==> src/rtl/sha256_msg_sched_if.sv <==
// sha256_msg_sched_if: block-input and schedule-word-output bundle for the SHA-256 message scheduler
interface sha256_msg_sched_if;
  logic         blk_valid;
  logic         blk_ready;
  logic [511:0] blk_data;
  logic         abort;
  logic         w_valid;
  logic         w_ready;
  logic [31:0]  w_data;
  logic [5:0]   w_round;
  logic         w_last;
  logic [31:0]  wk_data;
  logic         busy;
  modport slave (
    input  blk_valid, blk_data, abort, w_ready,
    output blk_ready, w_valid, w_data, w_round, w_last, wk_data, busy
  );
  modport master (
    output blk_valid, blk_data, abort, w_ready,
    input  blk_ready, w_valid, w_data, w_round, w_last, wk_data, busy
  );
endinterface

==> src/rtl/sha256_msg_sched.sv <==
// sha256_msg_sched: streams W[0..63] from a 16-word sliding window; define SHA256_SCHED_KROM_EN
// to add the K[t] ROM so wk_data carries W[t] + K[t] instead of W[t].
module sha256_msg_sched (
  input logic clk,
  input logic rst,
  sha256_msg_sched_if.slave bus
);
  typedef enum logic {IDLE, RUN} state_t;
  state_t      r_state, w_next;
  logic [31:0] r_win [16];
  logic [5:0]  r_round;
  logic        w_load, w_adv;
  logic [31:0] w_new;
`ifdef SHA256_SCHED_KROM_EN
  localparam logic [31:0] K [64] = '{
    32'h428a2f98, 32'h71374491, 32'hb5c0fbcf, 32'he9b5dba5, 32'h3956c25b, 32'h59f111f1, 32'h923f82a4, 32'hab1c5ed5,
    32'hd807aa98, 32'h12835b01, 32'h243185be, 32'h550c7dc3, 32'h72be5d74, 32'h80deb1fe, 32'h9bdc06a7, 32'hc19bf174,
    32'he49b69c1, 32'hefbe4786, 32'h0fc19dc6, 32'h240ca1cc, 32'h2de92c6f, 32'h4a7484aa, 32'h5cb0a9dc, 32'h76f988da,
    32'h983e5152, 32'ha831c66d, 32'hb00327c8, 32'hbf597fc7, 32'hc6e00bf3, 32'hd5a79147, 32'h06ca6351, 32'h14292967,
    32'h27b70a85, 32'h2e1b2138, 32'h4d2c6dfc, 32'h53380d13, 32'h650a7354, 32'h766a0abb, 32'h81c2c92e, 32'h92722c85,
    32'ha2bfe8a1, 32'ha81a664b, 32'hc24b8b70, 32'hc76c51a3, 32'hd192e819, 32'hd6990624, 32'hf40e3585, 32'h106aa070,
    32'h19a4c116, 32'h1e376c08, 32'h2748774c, 32'h34b0bcb5, 32'h391c0cb3, 32'h4ed8aa4a, 32'h5b9cca4f, 32'h682e6ff3,
    32'h748f82ee, 32'h78a5636f, 32'h84c87814, 32'h8cc70208, 32'h90befffa, 32'ha4506ceb, 32'hbef9a3f7, 32'hc67178f2
  };
`endif
  function automatic logic [31:0] sigma_shift_0(input logic [31:0] x);
    return {x[6:0], x[31:7]} ^ {x[17:0], x[31:18]} ^ (x >> 3);
  endfunction
  function automatic logic [31:0] sigma_shift_1(input logic [31:0] x);
    return {x[16:0], x[31:17]} ^ {x[18:0], x[31:19]} ^ (x >> 10);
  endfunction
  assign w_new = sigma_shift_1(r_win[14]) + r_win[9] + sigma_shift_0(r_win[1]) + r_win[0];
  // abort wins over w_ready so an aborted cycle never counts as a handshake
  always_comb begin
    w_next = r_state;
    w_load = 1'b0;
    w_adv  = 1'b0;
    if (r_state == IDLE) begin
      w_load = bus.blk_valid;
      w_next = bus.blk_valid ? RUN : IDLE;
    end else if (bus.abort) begin
      w_next = IDLE;
    end else if (bus.w_ready) begin
      w_adv  = 1'b1;
      w_next = (r_round == 6'd63) ? IDLE : RUN;
    end
  end
  always_ff @(posedge clk or posedge rst) begin
    if (rst) begin
      r_state <= IDLE;
      r_round <= '0;
      for (int i = 0; i < 16; i++) r_win[i] <= '0;
    end else begin
      r_state <= w_next;
      if (w_load) begin
        for (int i = 0; i < 16; i++) r_win[i] <= bus.blk_data[511-32*i -: 32];
        r_round <= '0;
      end else if (w_adv) begin
        for (int i = 0; i < 15; i++) r_win[i] <= r_win[i+1];
        r_win[15] <= w_new;
        r_round   <= r_round + 6'd1;
      end else if (r_state == RUN && bus.abort) begin
        r_round <= '0;
      end
    end
  end
  assign bus.blk_ready = (r_state == IDLE);
  assign bus.w_valid   = (r_state == RUN);
  assign bus.busy      = (r_state == RUN);
  assign bus.w_data    = r_win[0];
  assign bus.w_round   = r_round;
  assign bus.w_last    = (r_state == RUN) && (r_round == 6'd63);
`ifdef SHA256_SCHED_KROM_EN
  assign bus.wk_data   = r_win[0] + K[r_round];
`else
  assign bus.wk_data   = r_win[0];
`endif
endmodule

==> src/flat_wrapper.sv <==
// flat-port wrapper written by rule: the top's interface ports become plain ports
module sha256_msg_sched_flat 
  (clk, rst, bus_blk_valid, bus_blk_data, bus_abort, bus_w_ready, bus_blk_ready, bus_w_valid, bus_w_data, bus_w_round, bus_w_last, bus_wk_data, bus_busy);
  sha256_msg_sched_if bus_i ();
  input logic clk;
  input logic rst;
  input wire logic [$bits(bus_i.blk_valid)-1:0] bus_blk_valid;
  input wire logic [$bits(bus_i.blk_data)-1:0] bus_blk_data;
  input wire logic [$bits(bus_i.abort)-1:0] bus_abort;
  input wire logic [$bits(bus_i.w_ready)-1:0] bus_w_ready;
  output wire logic [$bits(bus_i.blk_ready)-1:0] bus_blk_ready;
  output wire logic [$bits(bus_i.w_valid)-1:0] bus_w_valid;
  output wire logic [$bits(bus_i.w_data)-1:0] bus_w_data;
  output wire logic [$bits(bus_i.w_round)-1:0] bus_w_round;
  output wire logic [$bits(bus_i.w_last)-1:0] bus_w_last;
  output wire logic [$bits(bus_i.wk_data)-1:0] bus_wk_data;
  output wire logic [$bits(bus_i.busy)-1:0] bus_busy;
  assign bus_i.blk_valid = bus_blk_valid;
  assign bus_i.blk_data = bus_blk_data;
  assign bus_i.abort = bus_abort;
  assign bus_i.w_ready = bus_w_ready;
  assign bus_blk_ready = bus_i.blk_ready;
  assign bus_w_valid = bus_i.w_valid;
  assign bus_w_data = bus_i.w_data;
  assign bus_w_round = bus_i.w_round;
  assign bus_w_last = bus_i.w_last;
  assign bus_wk_data = bus_i.wk_data;
  assign bus_busy = bus_i.busy;
  sha256_msg_sched u_core (.clk(clk), .rst(rst), .bus(bus_i));
endmodule
==> config.mk <==
export PLATFORM = sky130hd
export DESIGN_NAME = sha256_msg_sched_flat
export DESIGN_NICKNAME = d
export VERILOG_FILES = /design/src/rtl/sha256_msg_sched_if.sv /design/src/rtl/sha256_msg_sched.sv /design/src/flat_wrapper.sv
export SDC_FILE = /design/constraint.sdc
export NUM_CORES = 2
export LEC_CHECK = 0
export ABC_AREA = 1
export BUFFER_PORTS_ARGS = -buffer_cell sky130_fd_sc_hd__buf_2
export CORE_ASPECT_RATIO = 0.9
export CORE_MARGIN = 1.5
export CORE_UTILIZATION = 25
export DETAILED_ROUTE_END_ITERATION = 8
export PLACE_DENSITY = 0.5
export SLEW_MARGIN = 20
export SYNTH_ARGS = -nofsm -noshare
export SYNTH_HDL_FRONTEND = slang
export SYNTH_SLANG_ARGS = --single-unit
==> constraint.sdc <==
create_clock -name clk -period 15.9 [get_ports clk]
set_input_delay 1.59 -clock clk [delete_from_list [all_inputs] [get_ports clk]]
set_output_delay 1.59 -clock clk [all_outputs]
set_load 0.03 [all_outputs]
==> run metrics <==
status=finished clean; library cells used by synthesis=34; Metal-1 WL=between 50 and 60 mm; first-pass GRT wire length=about 180 mm; post-synthesis compound-gate area fraction=0.1322; CP most frequent cell=buf_4; Slew @ Worst Pin=between 1 and 1.5 ns; CP delay by family, top=buffers and inverters; Remaining Overflow, GRT=0; Achievable Freq=roughly 0.23 GHz; Final setup viols=0; Die Width=366.2 um; Root Driver=clkbuf_16; worst path cell trace=buf_2 -> nand2_8 -> inv_8 -> buf_4 -> buf_4 -> nand2_1 -> a31oi_1; Detailed Routing Iterations Pass 1=5; Crit Path Max Fanout=166; CTS tree=yes; detailed placer's ending HPWL=between 90 and 100 mm; CTS buffer count=between 60 and 70; total track usage=0.2007; Tcrit/Tclk final=0.2762; Synth Area in XOR/XNOR=0.03955; Hold-fix buffers, CTS=0; most common cell in the netlist=nand2_1; fin. max-slew vios=0; Top Metal Used=met5; NumNets Final=4754; Syn. warnings=0; largest net degree at the start of global routing=about 250; post-synthesis mux area share=0.0003373; relative slew slack=0.1915; DRT iter0 DRCs=2306; Placer Congestion=0.8963; critical path startpoint category=primary input; DR vias=around 27000; top_reg_cell synth=dfrtp_1; Post-Place Cells=5646; maxcap violations=0; # rows=around 120; met3 wire len=~8.7 mm; setup TNS=0 ns; final setup skew=about 0.027 ns; CTS sink cnt=519; Placed Area=0.03284 mm^2; Finished Layout Cells=between 5000 and 6000; Post-Synth Simple-Gate Area=0.2197; final wirelength=~120 mm; Synth Net Count=4390; element type at the critical path end=register; Mean Syn Cell Area=approximately 8 um^2; antenna-violating nets left=0; kind of critical path=in2reg; min Tclk post-route=approximately 4.4 ns; post-layout util=0.2983; IO Count=slightly below 600; die footprint=between 0.1 and 0.15 mm^2; top cells by count, synth=nand2_1, dfrtp_1, nor2_1; Crit-path slowest cell=buf_4; largest family of logic cells by synthesized area=simple AND/OR/NAND/NOR gates; Synth Area in Adders=0.05532; EDFF count, synth=0; data arrival time of the worst path=around 4.9 ns; H-tree depth=3; async set or reset register ratio after synthesis=1.000; # port buffers=between 500 and 600; Clock Latency Late Sink=slightly above 0.6 ns; routed wl met2=roughly 56 mm; Synth Register Bits=519; Cell Area, Synth=0.02968 mm^2; Buf/Inv on CP=4; Syn Inst Count=between 3000 and 4000; postcts setup bufs=0; # resized after CTS=0; initial antenna violation count=57; Yosys top cell area share=0.4376; initial core utilization=0.2529; largest cells by area after synthesis=dfrtp_1, nand2_1, a31oi_1; RSZ-0062 raised after global routing=no; CP max stage delay=~0.86 ns; DRC viols=0; post-DR wirelength/cell=roughly 22 um; Synth area leader=dfrtp_1; share of cells above drive strength 1=0.1759; Die Span Y=around 330 um; Core Area=about 0.12 mm^2; vias per cell=approximately 4.6; Fin. Hold Viols=0; WP data required=16.44 ns; vias in the first global route=roughly 25000; post-synthesis sequential area ratio=0.4376; HP Class=reg2reg; Layout area overhead=17.92%; Bufs on Longest Clock Path=3; Reg clk slew, reported paths=approximately 0.060 ns; final standard cell area without fillers=between 0.03 and 0.04 mm^2
[worst register-to-register path: stages, from the launching register on]
cell	delay [ns]
dfrtp_1	0.49
xnor2_1	0.42
xor2_1	0.17
fa_1	0.41
inv_1	0.09
fa_1	0.45
ha_1	0.30
fa_1	0.54
nand3_1	0.13
nand3_1	0.19
nand3_1	0.15
nand3_2	0.11
xor2_1	0.39
nor2_1	0.09
o21ai_1	0.16
[per-stage QoR]
step | hold slack, ns | setup WS [ns]
finish | 0.4802 | 11.51
global route | 0.4940 | 11.26
CTS | 0.4824 | 11.55
detailed placement | 0.4649 | 10.87
global placement | 0.4650 | 10.88
floorplan | 0.4492 | 7.260
[per-layer routing]
metal	vias to the layer above	GRT usage
met5	-	0
met4	64	0.04285
met3	174	0.04776
met2	779	0.3137
met1	12820	0.2811
li1	12770	-
[worst paths after layout]
path                                    from                     to  slack (ns)  cells after the start
setup / recovery               bus_blk_valid       u_core.r_win[69]       11.51                      7
hold / removal              u_core.r_win[26]       u_core.r_win[26]        0.48                      2
setup reg to reg           u_core.r_win[466]       u_core.r_win[13]       11.74                     14
hold reg to reg             u_core.r_win[26]       u_core.r_win[26]        0.48                      2
max in group asynchronous                rst      u_core.r_win[193]       12.50                      4
min in group asynchronous                rst  u_core.bus.w_data[22]        1.09                      2
[cell usage in the layout (no fill, tap or decap), drive strengths merged]
master       n
nand2     1177
buf        612
dfrtp      519
nor2       450
a31oi      400
inv        385
o21ai      126
clkbuf      90
o211ai      88
xnor2       78
fa          62
xor2        56
nand3       50
ha          32
a21oi       17
diode       16
clkinv      12
nor3         8
nand4        5
clkinvlp     4
o21bai       4
and2         4
bufinv       2
mux2i        1
o32ai        1
o22ai        1
[cells by family (layout without fill, tap and decap cells)]
family,Yosys count,after routing
compound gates,637,637
simple gates,1694,1694
fa+ha+maj,94,94
buf+inv,700,1105
mux,1,1
other cells,0,16
flops,519,519
xor+xnor,134,134
[state kept, by name, indices dropped and copies added (netlist names)]
register and count:
u_core.bus.w_data 32, u_core.bus.busy 1, u_core.bus.w_round 6, u_core.r_win 480
[layout make-up]
type | instances | area, um^2
fillers | 13070 | 82330
multi-input cells | 2560 | 13290
flip-flops and latches | 519 | 12990
repair buffers | 612 | 3159
well taps | 1573 | 1968
clock buffers | 90 | 1896
inverters | 382 | 1445
clock inverters | 21 | 211.5
diodes | 16 | 40.04
Power is left out: the tool's default activity adds up to more than one toggle a clock period on the data nets, which glitch-free logic cannot reach.
